### src/rtl/sd_crc_pkg.sv
// Shared constants and FSM state encoding for the SD DAT-line CRC16 engine.
package sd_crc_pkg;

    localparam logic [15:0] CRC16_POLY = 16'h1021;
    localparam int unsigned CRC_BEATS  = 16;

    typedef enum logic [1:0] {
        ST_IDLE = 2'd0,
        ST_DATA = 2'd1,
        ST_CRCP = 2'd2,
        ST_DONE = 2'd3
    } state_e;

endpackage

### src/rtl/sd_crc16_lane.sv
// One CCITT CRC16 register (zero seed) for a single DAT line.
// The register can be zeroed, stepped with a data bit, or shifted out MSB first.
module sd_crc16_lane
    import sd_crc_pkg::*;
(
    input  logic        clk_i,
    input  logic        rst_i,
    input  logic        zero_i,
    input  logic        step_i,
    input  logic        shift_i,
    input  logic        bit_i,
    output logic [15:0] crc_o
);

    logic [15:0] crc_q;
    logic [15:0] crc_d;

    always_comb begin
        crc_d = crc_q;
        if (zero_i) begin
            crc_d = '0;
        end else if (step_i) begin
            crc_d = {crc_q[14:0], 1'b0} ^ (((bit_i ^ crc_q[15]) == 1'b1) ? CRC16_POLY : 16'h0000);
        end else if (shift_i) begin
            crc_d = {crc_q[14:0], 1'b0};
        end
    end

    always_ff @(posedge clk_i or posedge rst_i) begin
        if (rst_i) begin
            crc_q <= '0;
        end else begin
            crc_q <= crc_d;
        end
    end

    assign crc_o = crc_q;

endmodule

### src/rtl/sd_dat_crc.sv
// Multi-lane CRC16 engine for the SD DAT path: generates/shifts out (TX) or checks (RX) one CRC per lane.
// Optional macro SD_CRC_ERRCNT_EN adds a saturating count of failed RX blocks (err_count/err_count_clr).
module sd_dat_crc
    import sd_crc_pkg::*;
#(
    parameter int NLANES = 4,
    parameter int LEN_W  = 13
) (
    input  logic                   clk,
    input  logic                   reset,
    input  logic                   clear,
    input  logic                   start,
    input  logic                   dir,
    input  logic [LEN_W-1:0]       len_beats,
    input  logic                   beat,
    input  logic [NLANES-1:0]      data_in,
    output logic [NLANES-1:0]      crc_out,
    output logic                   crc_phase,
    output logic                   busy,
    output logic                   done,
    output logic [NLANES-1:0]      crc_err,
    output logic [16*NLANES-1:0]   crc
`ifdef SD_CRC_ERRCNT_EN
    ,
    input  logic                   err_count_clr,
    output logic [7:0]             err_count
`endif
);

    state_e            state_q, state_d;
    logic [LEN_W-1:0]  cnt_q, cnt_d;
    logic [LEN_W-1:0]  len_q, len_d;
    logic              dir_q, dir_d;
    logic [NLANES-1:0] err_q, err_d;
    logic [NLANES-1:0] msb;
    logic              zero_all, step_all, shift_all;

    always_comb begin
        state_d   = state_q;
        cnt_d     = cnt_q;
        len_d     = len_q;
        dir_d     = dir_q;
        err_d     = err_q;
        zero_all  = 1'b0;
        step_all  = 1'b0;
        shift_all = 1'b0;
        if (clear) begin
            state_d  = ST_IDLE;
            cnt_d    = '0;
            err_d    = '0;
            zero_all = 1'b1;
        end else begin
            case (state_q)
                ST_IDLE: begin
                    if (start) begin
                        dir_d    = dir;
                        len_d    = len_beats;
                        cnt_d    = '0;
                        err_d    = '0;
                        zero_all = 1'b1;
                        state_d  = (len_beats != '0) ? ST_DATA : ST_CRCP;
                    end
                end
                ST_DATA: begin
                    if (beat) begin
                        step_all = 1'b1;
                        if (cnt_q == len_q - LEN_W'(1)) begin
                            cnt_d   = '0;
                            state_d = ST_CRCP;
                        end else begin
                            cnt_d = cnt_q + LEN_W'(1);
                        end
                    end
                end
                ST_CRCP: begin
                    if (beat) begin
                        shift_all = 1'b1;
                        // RX compares each received CRC bit against the MSB about to shift out.
                        if (!dir_q) begin
                            err_d = err_q | (data_in ^ msb);
                        end
                        if (cnt_q == LEN_W'(CRC_BEATS - 1)) begin
                            cnt_d   = '0;
                            state_d = ST_DONE;
                        end else begin
                            cnt_d = cnt_q + LEN_W'(1);
                        end
                    end
                end
                ST_DONE: state_d = ST_IDLE;
                default: state_d = ST_IDLE;
            endcase
        end
    end

    always_ff @(posedge clk or posedge reset) begin
        if (reset) begin
            state_q <= ST_IDLE;
            cnt_q   <= '0;
            len_q   <= '0;
            dir_q   <= 1'b0;
            err_q   <= '0;
        end else begin
            state_q <= state_d;
            cnt_q   <= cnt_d;
            len_q   <= len_d;
            dir_q   <= dir_d;
            err_q   <= err_d;
        end
    end

    for (genvar i = 0; i < NLANES; i++) begin : g_lane
        logic [15:0] lane_crc;
        sd_crc16_lane u_lane (
            .clk_i   (clk),
            .rst_i   (reset),
            .zero_i  (zero_all),
            .step_i  (step_all),
            .shift_i (shift_all),
            .bit_i   (data_in[i]),
            .crc_o   (lane_crc)
        );
        assign msb[i]           = lane_crc[15];
        assign crc[16*i +: 16]  = lane_crc;
    end

    assign crc_phase = (state_q == ST_CRCP);
    assign busy      = (state_q != ST_IDLE);
    assign done      = (state_q == ST_DONE);
    assign crc_err   = err_q;
    assign crc_out   = (crc_phase && dir_q) ? msb : '0;

`ifdef SD_CRC_ERRCNT_EN
    logic [7:0] errcnt_q, errcnt_d;

    always_comb begin
        errcnt_d = errcnt_q;
        if (err_count_clr) begin
            errcnt_d = '0;
        end else if (done && !dir_q && (|err_q) && (errcnt_q != 8'hFF)) begin
            errcnt_d = errcnt_q + 8'd1;
        end
    end

    always_ff @(posedge clk or posedge reset) begin
        if (reset) begin
            errcnt_q <= '0;
        end else begin
            errcnt_q <= errcnt_d;
        end
    end

    assign err_count = errcnt_q;
`endif

endmodule

### config.mk
export PLATFORM = sky130hd
export DESIGN_NAME = sd_dat_crc
export DESIGN_NICKNAME = d
export VERILOG_FILES = /design/src/rtl/sd_crc_pkg.sv /design/src/rtl/sd_crc16_lane.sv /design/src/rtl/sd_dat_crc.sv
export SDC_FILE = /design/constraint.sdc
export NUM_CORES = 1
export LEC_CHECK = 0
export ABC_AREA = 1
export BUFFER_PORTS_ARGS = -buffer_cell sky130_fd_sc_hd__buf_2
export CAP_MARGIN = 10
export CORE_MARGIN = 4
export CORE_UTILIZATION = 55
export CTS_BUF_LIST = sky130_fd_sc_hd__clkbuf_8
export DETAILED_ROUTE_END_ITERATION = 7
export PLACE_DENSITY = 0.8
export RECOVER_POWER = 25
export SLEW_MARGIN = 20
export SYNTH_ARGS = -nofsm -noshare
export SYNTH_HDL_FRONTEND = slang
export SYNTH_SLANG_ARGS = --single-unit
export TNS_END_PERCENT = 5
### constraint.sdc
create_clock -name clk -period 2.9 [get_ports clk]
set_input_delay 0.145 -clock clk [delete_from_list [all_inputs] [get_ports clk]]
set_output_delay 0.145 -clock clk [all_outputs]
set_load 0.02 [all_outputs]
==> metrics.md, run 1 <==
| Metric | Value |
|---|---|
| Routed Antenna Nets | 0 |
| Syn Nets | 605 |
| MaxCap Viol Count | 1 |
| Post-synth EDFFs | 0 |
| XOR/XNOR Fraction of Synth Area | 0.0561 |
| Fin. Hold Viols | 0 |
| TritonCTS clock tree | yes |
| Synth area leader | dfrtp_1 |
| Die X | 102 µm |
| Die Footprint | 10400 µm² |
| DR iter-0 viols | about 170 |
| Mapped Avg Cell Area | around 8.4 µm² |
| Simple-gate share of the synthesized area | 0.192 |
| Finished Layout Cells | 781 |
| Layout cell share with drive strength beyond 1 | 0.151 |
| Top-area cell type share of the netlist area | 0.502 |
| Slew headroom | -0.238 |
| Most common library cells after synthesis | inv_1 (128), nand2_1 (104), dfrtp_1 (97) |
| Clock sinks | 97 |
| DP Worst Slack | 0.523 ns |
| Synth Area in Compound Gates | 0.111 |
| RSZ-0062 raised after global routing | false |
| Core Box Area | 8380 µm² |
| CP cell instances | inv_1 > ha_1 > inv_1 > nor2_1 > nand2_1 > nand2_1 > inv_2 > o311ai_2 > nor3_2 > nand3_1 > nand2_1 |
| CP delay by family, top | simple AND/OR/NAND/NOR gates |
| Worst-Skew Late Latency | 0.37 ns |
| Buffers and inverters on the worst path | 3 |
| CP endpoint kind | flop |
| Routability cong. | just over 0.8 |
| Run status | complete, but fails checks |
| Cell mode on critical path | nand2_1 |
| TritonCTS buffer count | 9 |
| Hold path endpoint | len_q[12] |
| VDD IR max | 0.378 mV |
| Violated checks | max-capacitance violations, max-slew violations |
| WL per Instance | 14.5 µm |
| Leak | 2.81 nW |
| Final core utilization | 0.665 |
| PortBufs | 97 |
| Worst r2r src | state_q[0] |
| Cell Area, Synth | 4840 µm² |
| Initial antenna violation count | 0 |
| HP Start | len_beats[12] |
| Initial core utilization | 0.577 |
| Min-Delay Path Class | in2reg |
| Vias | 4101 |
| Top FF cell, synth | dfrtp_1 |
| Grt ovf | 0 |
| Asr flop ratio synth | 1.00 |
| Hold path cells | 2 |
| CP max stage delay | 0.84 ns |
| Internal reg-to-reg setup slack | 0.52 ns |
| Drc violations | 0 |
| DP Cell Count | roughly 760 |
| WS Path Type | reg2reg |
| Final setup fails | 0 |
| Worst R2R End | cnt_q[12] |
| Logic pwr share | 0.335 |
| Final Max Tran Viols | 50 |
| Root Driver | clkbuf_8 |
| PwrDens | 687 nW/µm² |
| Most common cell in the netlist | inv_1 |
| Largest net degree at the start of global routing | 66 |
| Ys Warns | 0 |
| Diode count | 0 |
| Final Hold Slack | 0.0112 ns |
| Clock Power Share | 0.231 |
| Worst-Margin Slew | 1.85 ns |
| Max stage delay cell, worst path | nor3_2 |
| Worst R2R Path Depth | 11 |
| Switching Fraction | 0.406 |
| Tcrit/Tclk final | 0.822 |
| Fmax | ~0.42 GHz |
| Largest family of logic cells by synthesized area | simple AND/OR/NAND/NOR gates |
| Post-synthesis cell type count | 34 |
| #FFs+latches synth | 97 |
| H-tree depth | 3 |
| Crit path time final | 2.38 ns |
| Sequential cell fraction of total power | 0.434 |
| Total global-route track usage | 0.232 |
| Clk buf depth | 2 |
| Mux cell area share after synthesis | 0.00465 |
| Rows | 33 |
| Int Power | roughly 2.3 mW |
| CP startpoint kind | flop |
| Pre-antenna DRT Iters | 4 |
| Adder-cell area share of the yosys netlist | 0.0155 |
| Clock skew | about 0.016 ns |
| Nets | 700 |
| Largest cells by area after synthesis | dfrtp_1 (50%), inv_1 (9.9%), o22ai_1 (8.1%) |
| Post-DP HPWL | just over 8000 µm |
| Layout area overhead | 15.2% |
| TNS Setup | 0 ns |
| CP startpoint | state_q[0] |
| Setup WS post-layout | 0.517 ns |
| Arrival time worst endpoint | between 2 and 3 ns |
| Io pins | 98 |
| Syn Inst Count | between 500 and 600 |
| Reg clk slew, reported paths | 0.11 ns |
| Worst path required time | 3.21 ns |
| Switch Pwr | 1.55 mW |
| CTS resizes | 0 |
| Seq/Total Area, Yosys | 0.502 |
| Vias in the first global route | 4157 |
| First-pass GRT wire length | around 19000 µm |
| Total Wirelength | 11300 µm |
| Levels on crit path | 11 |
| CP max FO | 13 |
| Die height | 102 µm |
| DR vias/cell | 5.25 |
[sequential cells by signal (all words and copies together) (netlist names)]
name                 count
g_lane.u_lane.crc_o     64
cnt_q                   13
len_q                   13
state_q                  2
dir_q                    1
crc_err                  4
[cell usage in the layout (no fill, tap or decap), types with 3 or more instances in the layout]
| cell type | n |
|---|---|
| a21oi_1 | 10 |
| buf_2 | 53 |
| buf_4 | 5 |
| clkbuf_1 | 44 |
| clkbuf_8 | 10 |
| clkinv_4 | 3 |
| dfrtp_1 | 97 |
| ha_1 | 6 |
| inv_1 | 128 |
| nand2_1 | 103 |
| nand2_2 | 6 |
| nand3_1 | 28 |
| nand3_2 | 7 |
| nand3b_1 | 3 |
| nand4_1 | 4 |
| nor2_1 | 32 |
| nor2_2 | 6 |
| nor3_1 | 4 |
| nor4_1 | 4 |
| o21ai_0 | 12 |
| o22ai_1 | 63 |
| xnor2_1 | 5 |
| xor2_1 | 26 |
[power by group through the flow]
stage	logic, mW	registers [mW]	clock network (mW)
6_report	1.28	1.66	0.885
5_1_grt	1.46	1.69	0.951
4_1_cts	1.29	1.66	0.896
3_5_place_dp	1.29	1.69	0
3_3_place_gp	1.24	1.68	0
2_1_floorplan	0.978	1.69	0
[worst max path at each step]
stage,to
floorplan,cnt_q[0]
global placement,g_lane[3].u_lane.crc_o[5]
detailed placement,cnt_q[12]
CTS,cnt_q[12]
global route,cnt_q[12]
finish,cnt_q[12]
[worst register-to-register path, stage by stage (launching register included)]
cell,delay (ns)
dfrtp_1,0.40
inv_1,0.09
ha_1,0.25
inv_1,0.09
nor2_1,0.07
nand2_1,0.06
nand2_1,0.07
inv_2,0.07
o311ai_2,0.11
nor3_2,0.84
nand3_1,0.18
nand2_1,0.10
[final cells by class]
cell class                 instances  area, µm²
sequential                        97       2430
clock inverter                     6       57.6
timing repair buffer             104        498
multi-input combinational        329       1830
inverter                         130        488
fill                             718       2810
tap                              105        131
clock buffer                      10        138
[kinds of logic (layout without fill, tap and decap cells)]
logic type | count (synthesis) | after routing
AO/OA/AOI/OAI | 88 | 88
XOR/XNOR | 31 | 31
AND/OR/NAND/NOR | 202 | 202
flip-flops | 97 | 97
adder cells (fa/ha/maj) | 6 | 6
buffers and inverters | 150 | 250
multiplexers | 2 | 2
[routing by layer]
metal  GRT usage  routed length [µm]  up-vias
met3      0.0640                 805       13
met5           0                   0        -
met2       0.392                5590      110
li1            -                   -     2017
met1       0.290                4810     1961
met4      0.0757                 112        0
[repair_timing]
action                    CTS  global route
hold buffers                1             0
buffers inserted            0             0
hold endpoints to repair   46             0
[per-stage QoR]
step	total power [mW]	instance area, µm²
floorplan	2.67	4840
global placement	2.92	5430
detailed placement	2.97	5430
CTS	3.85	5630
global route	4.09	5570
finish	3.83	5570
Note: power is estimated with default switching activity, not from simulation.
==> run 2, diff against run 1 <==
==> constraint.sdc (replaced) <==
create_clock -name clk -period 2.3 [get_ports clk]
set_input_delay 0.115 -clock clk [delete_from_list [all_inputs] [get_ports clk]]
set_output_delay 0.115 -clock clk [all_outputs]
set_load 0.02 [all_outputs]
==> run 2 against run 1 <==
Wire length is 2.0% higher; clock power is 22% higher; the flow now finishes without violations; register-to-register slack worse by 0.30 ns.
==> metrics.md, run 2 (synthesized netlist as in run 1, its figures left out) <==
| Metric | Value |
|---|---|
| Die height | 102 µm (unchanged) |
| Total global-route track usage | 0.241 (was 0.232) |
| TNS Setup | 0 ns (unchanged) |
| TritonCTS buffer count | 9 (unchanged) |
| CP max FO | 13 (unchanged) |
| H-tree depth | 3 (unchanged) |
| RSZ-0062 raised after global routing | false (unchanged) |
| Final Hold Slack | 0.0138 ns (was 0.0112 ns) |
| Layout cell share with drive strength beyond 1 | 0.160 (was 0.151) |
| Die X | 102 µm (unchanged) |
| Most frequent cells in the layout | inv_1 (128), nand2_1 (103), dfrtp_1 (97) (unchanged) |
| PortBufs | 97 (unchanged) |
| Internal reg-to-reg setup slack | 0.22 ns (was 0.52 ns) |
| Pwr Total | 4.86 mW (was 3.83 mW) |
| WS Path Type | reg2reg (unchanged) |
| CP startpoint | state_q[0] (unchanged) |
| Setup WS post-layout | 0.221 ns (was 0.517 ns) |
| WL per Instance | 14.6 µm (was 14.5 µm) |
| Drc violations | 0 (unchanged) |
| VDD IR max | 0.561 mV (was 0.378 mV) |
| Run status | complete, no violations (was complete, but fails checks) |
| Arrival time worst endpoint | 2.39 ns (was 2.69 ns) |
| Diode count | 0 (unchanged) |
| Worst-Skew Late Latency | 0.37 ns (about the same) |
| Die Footprint | 10400 µm² (unchanged) |
| Worst path required time | 2.61 ns (was 3.21 ns) |
| Total Wirelength | 11500 µm (was 11300 µm) |
| Commonest non-fill, non-tap cell in the layout | inv_1 (unchanged) |
| CP endpoint kind | flop (unchanged) |
| DR vias/cell | 5.23 (was 5.25) |
| Switching Fraction | 0.409 (was 0.406) |
| Slew headroom | 0.109 (was -0.238) |
| Rows | 33 (unchanged) |
| Layout area overhead | 16.8% (was 15.2%) |
| Logic pwr share | 0.346 (was 0.335) |
| Post-DP HPWL | 8310 µm (was 8260 µm) |
| Worst-Margin Slew | 1.33 ns (was 1.85 ns) |
| Clock skew | 0.0106 ns (was 0.0157 ns) |
| DR iter-0 viols | 124 (was 165) |
| Max FFs per register | 64 (unchanged) |
| Initial antenna violation count | 0 (unchanged) |
| Clk buf depth | 2 (unchanged) |
| Core Box Area | 8380 µm² (unchanged) |
| Int Power | 2.87 mW (was 2.28 mW) |
| Switch Pwr | 1.99 mW (was 1.55 mW) |
| Fmax | 0.481 GHz (was 0.420 GHz) |
| Fin. Hold Viols | 0 (unchanged) |
| Io pins | 98 (unchanged) |
| TritonCTS clock tree | yes (unchanged) |
| Leak | 2.85 nW (was 2.81 nW) |
| First-pass GRT wire length | 19800 µm (was 19200 µm) |
| Reg clk slew, reported paths | 0.10 ns (was 0.11 ns) |
| Largest net degree at the start of global routing | 72 (was 66) |
| PwrDens | 859 nW/µm² (was 687 nW/µm²) |
| Pre-antenna DRT Iters | 5 (was 4) |
| Min-Delay Path Class | in2reg (unchanged) |
| CP startpoint kind | flop (unchanged) |
| Grt ovf | 0 (unchanged) |
| Root Driver | clkbuf_8 (unchanged) |
| Sequential cell fraction of total power | 0.433 (was 0.434) |
| Tcrit/Tclk final | 0.904 (was 0.822) |
| Vias in the first global route | 4334 (was 4157) |
| Final Max Tran Viols | 0 (was 50) |
| Clock Power Share | 0.222 (was 0.231) |
| Initial core utilization | 0.577 (unchanged) |
| Final setup fails | 0 (unchanged) |
| MaxCap Viol Count | 0 (was 1) |
| DP Worst Slack | 0.0340 ns (was 0.523 ns) |
| Routability cong. | 0.853 (was 0.825) |
| Crit path time final | 2.08 ns (was 2.38 ns) |
| HP Start | len_beats[1] (was len_beats[12]) |
| Nets | 707 (was 700) |
| Clock sinks | 97 (unchanged) |
| Routed Antenna Nets | 0 (unchanged) |
| Setup Buffers After CTS | 0 (unchanged) |
| Vias | 4124 (was 4101) |
| Worst r2r src | state_q[0] (unchanged) |
==> run 2: cell type report <==
cell class                      count  area, µm²
Inverter                          130        489
Clock inverter                      7       61.3
Clock buffer                        9        124
Timing Repair Buffer              111        576
Sequential cell                    97       2430
Tap cell                          105        131
Multi-Input combinational cell    329       1850
Fill cell                         715       2730
==> run 2: path summary, 6_finish.rpt <==
path                       depth (start not counted)                   endpoint
max                                               11                   cnt_q[4]
min                                                3                   len_q[1]
max reg2reg                                       11                   cnt_q[4]
min reg2reg                                        2                 crc_err[0]
max in group asynchronous                          4  g_lane[0].u_lane.crc_o[1]
min in group asynchronous                          3                   len_q[1]
==> run 2: timing repair <==
item | CTS | global route
endpoints found under the hold margin | 30 | 0
resized for setup | 0 | 3
setup endpoints to repair | 0 | 25
hold buffers | 5 | 0
==> run 2: metal layers <==
layer / global-route usage / wire (µm) / vias up / part of all wire
met3: 0.0668 / 608 / 13 / 0.053
met1: 0.292 / 4860 / 2001 / 0.42
li1: - / - / 2028 / -
met5: 0 / 0 / - / 0
met4: 0.0542 / 126 / 0 / 0.011
met2: 0.429 / 5940 / 82 / 0.51
==> run 2: power by group through the flow <==
stage	Sequential (mW)	Clock (mW)	Combinational [mW]
6_report	2.10	1.08	1.68
5_1_grt	2.13	1.16	1.90
4_1_cts	2.10	1.09	1.67
3_5_place_dp	2.13	0	1.66
3_3_place_gp	2.12	0	1.59
2_1_floorplan	2.13	0	1.23
==> run 2: stage by stage <==
stage,util,std cells,area [µm²]
final,0.675,788,5650
after global routing,0.675,788,5650
after CTS,0.680,788,5700
after detailed placement,0.652,767,5460
after global placement,0.652,767,5460
after floorplan,-,576,4840
==> run 2: critical path, stage by stage (launching register included) <==
cell	delay (ns)
dfrtp_1	0.41
inv_1	0.10
ha_1	0.22
inv_1	0.08
nor2_1	0.06
nand2_1	0.07
nand2_1	0.08
inv_2	0.07
o311ai_2	0.14
nor3_4	0.55
nand3_1	0.16
nand2_1	0.08
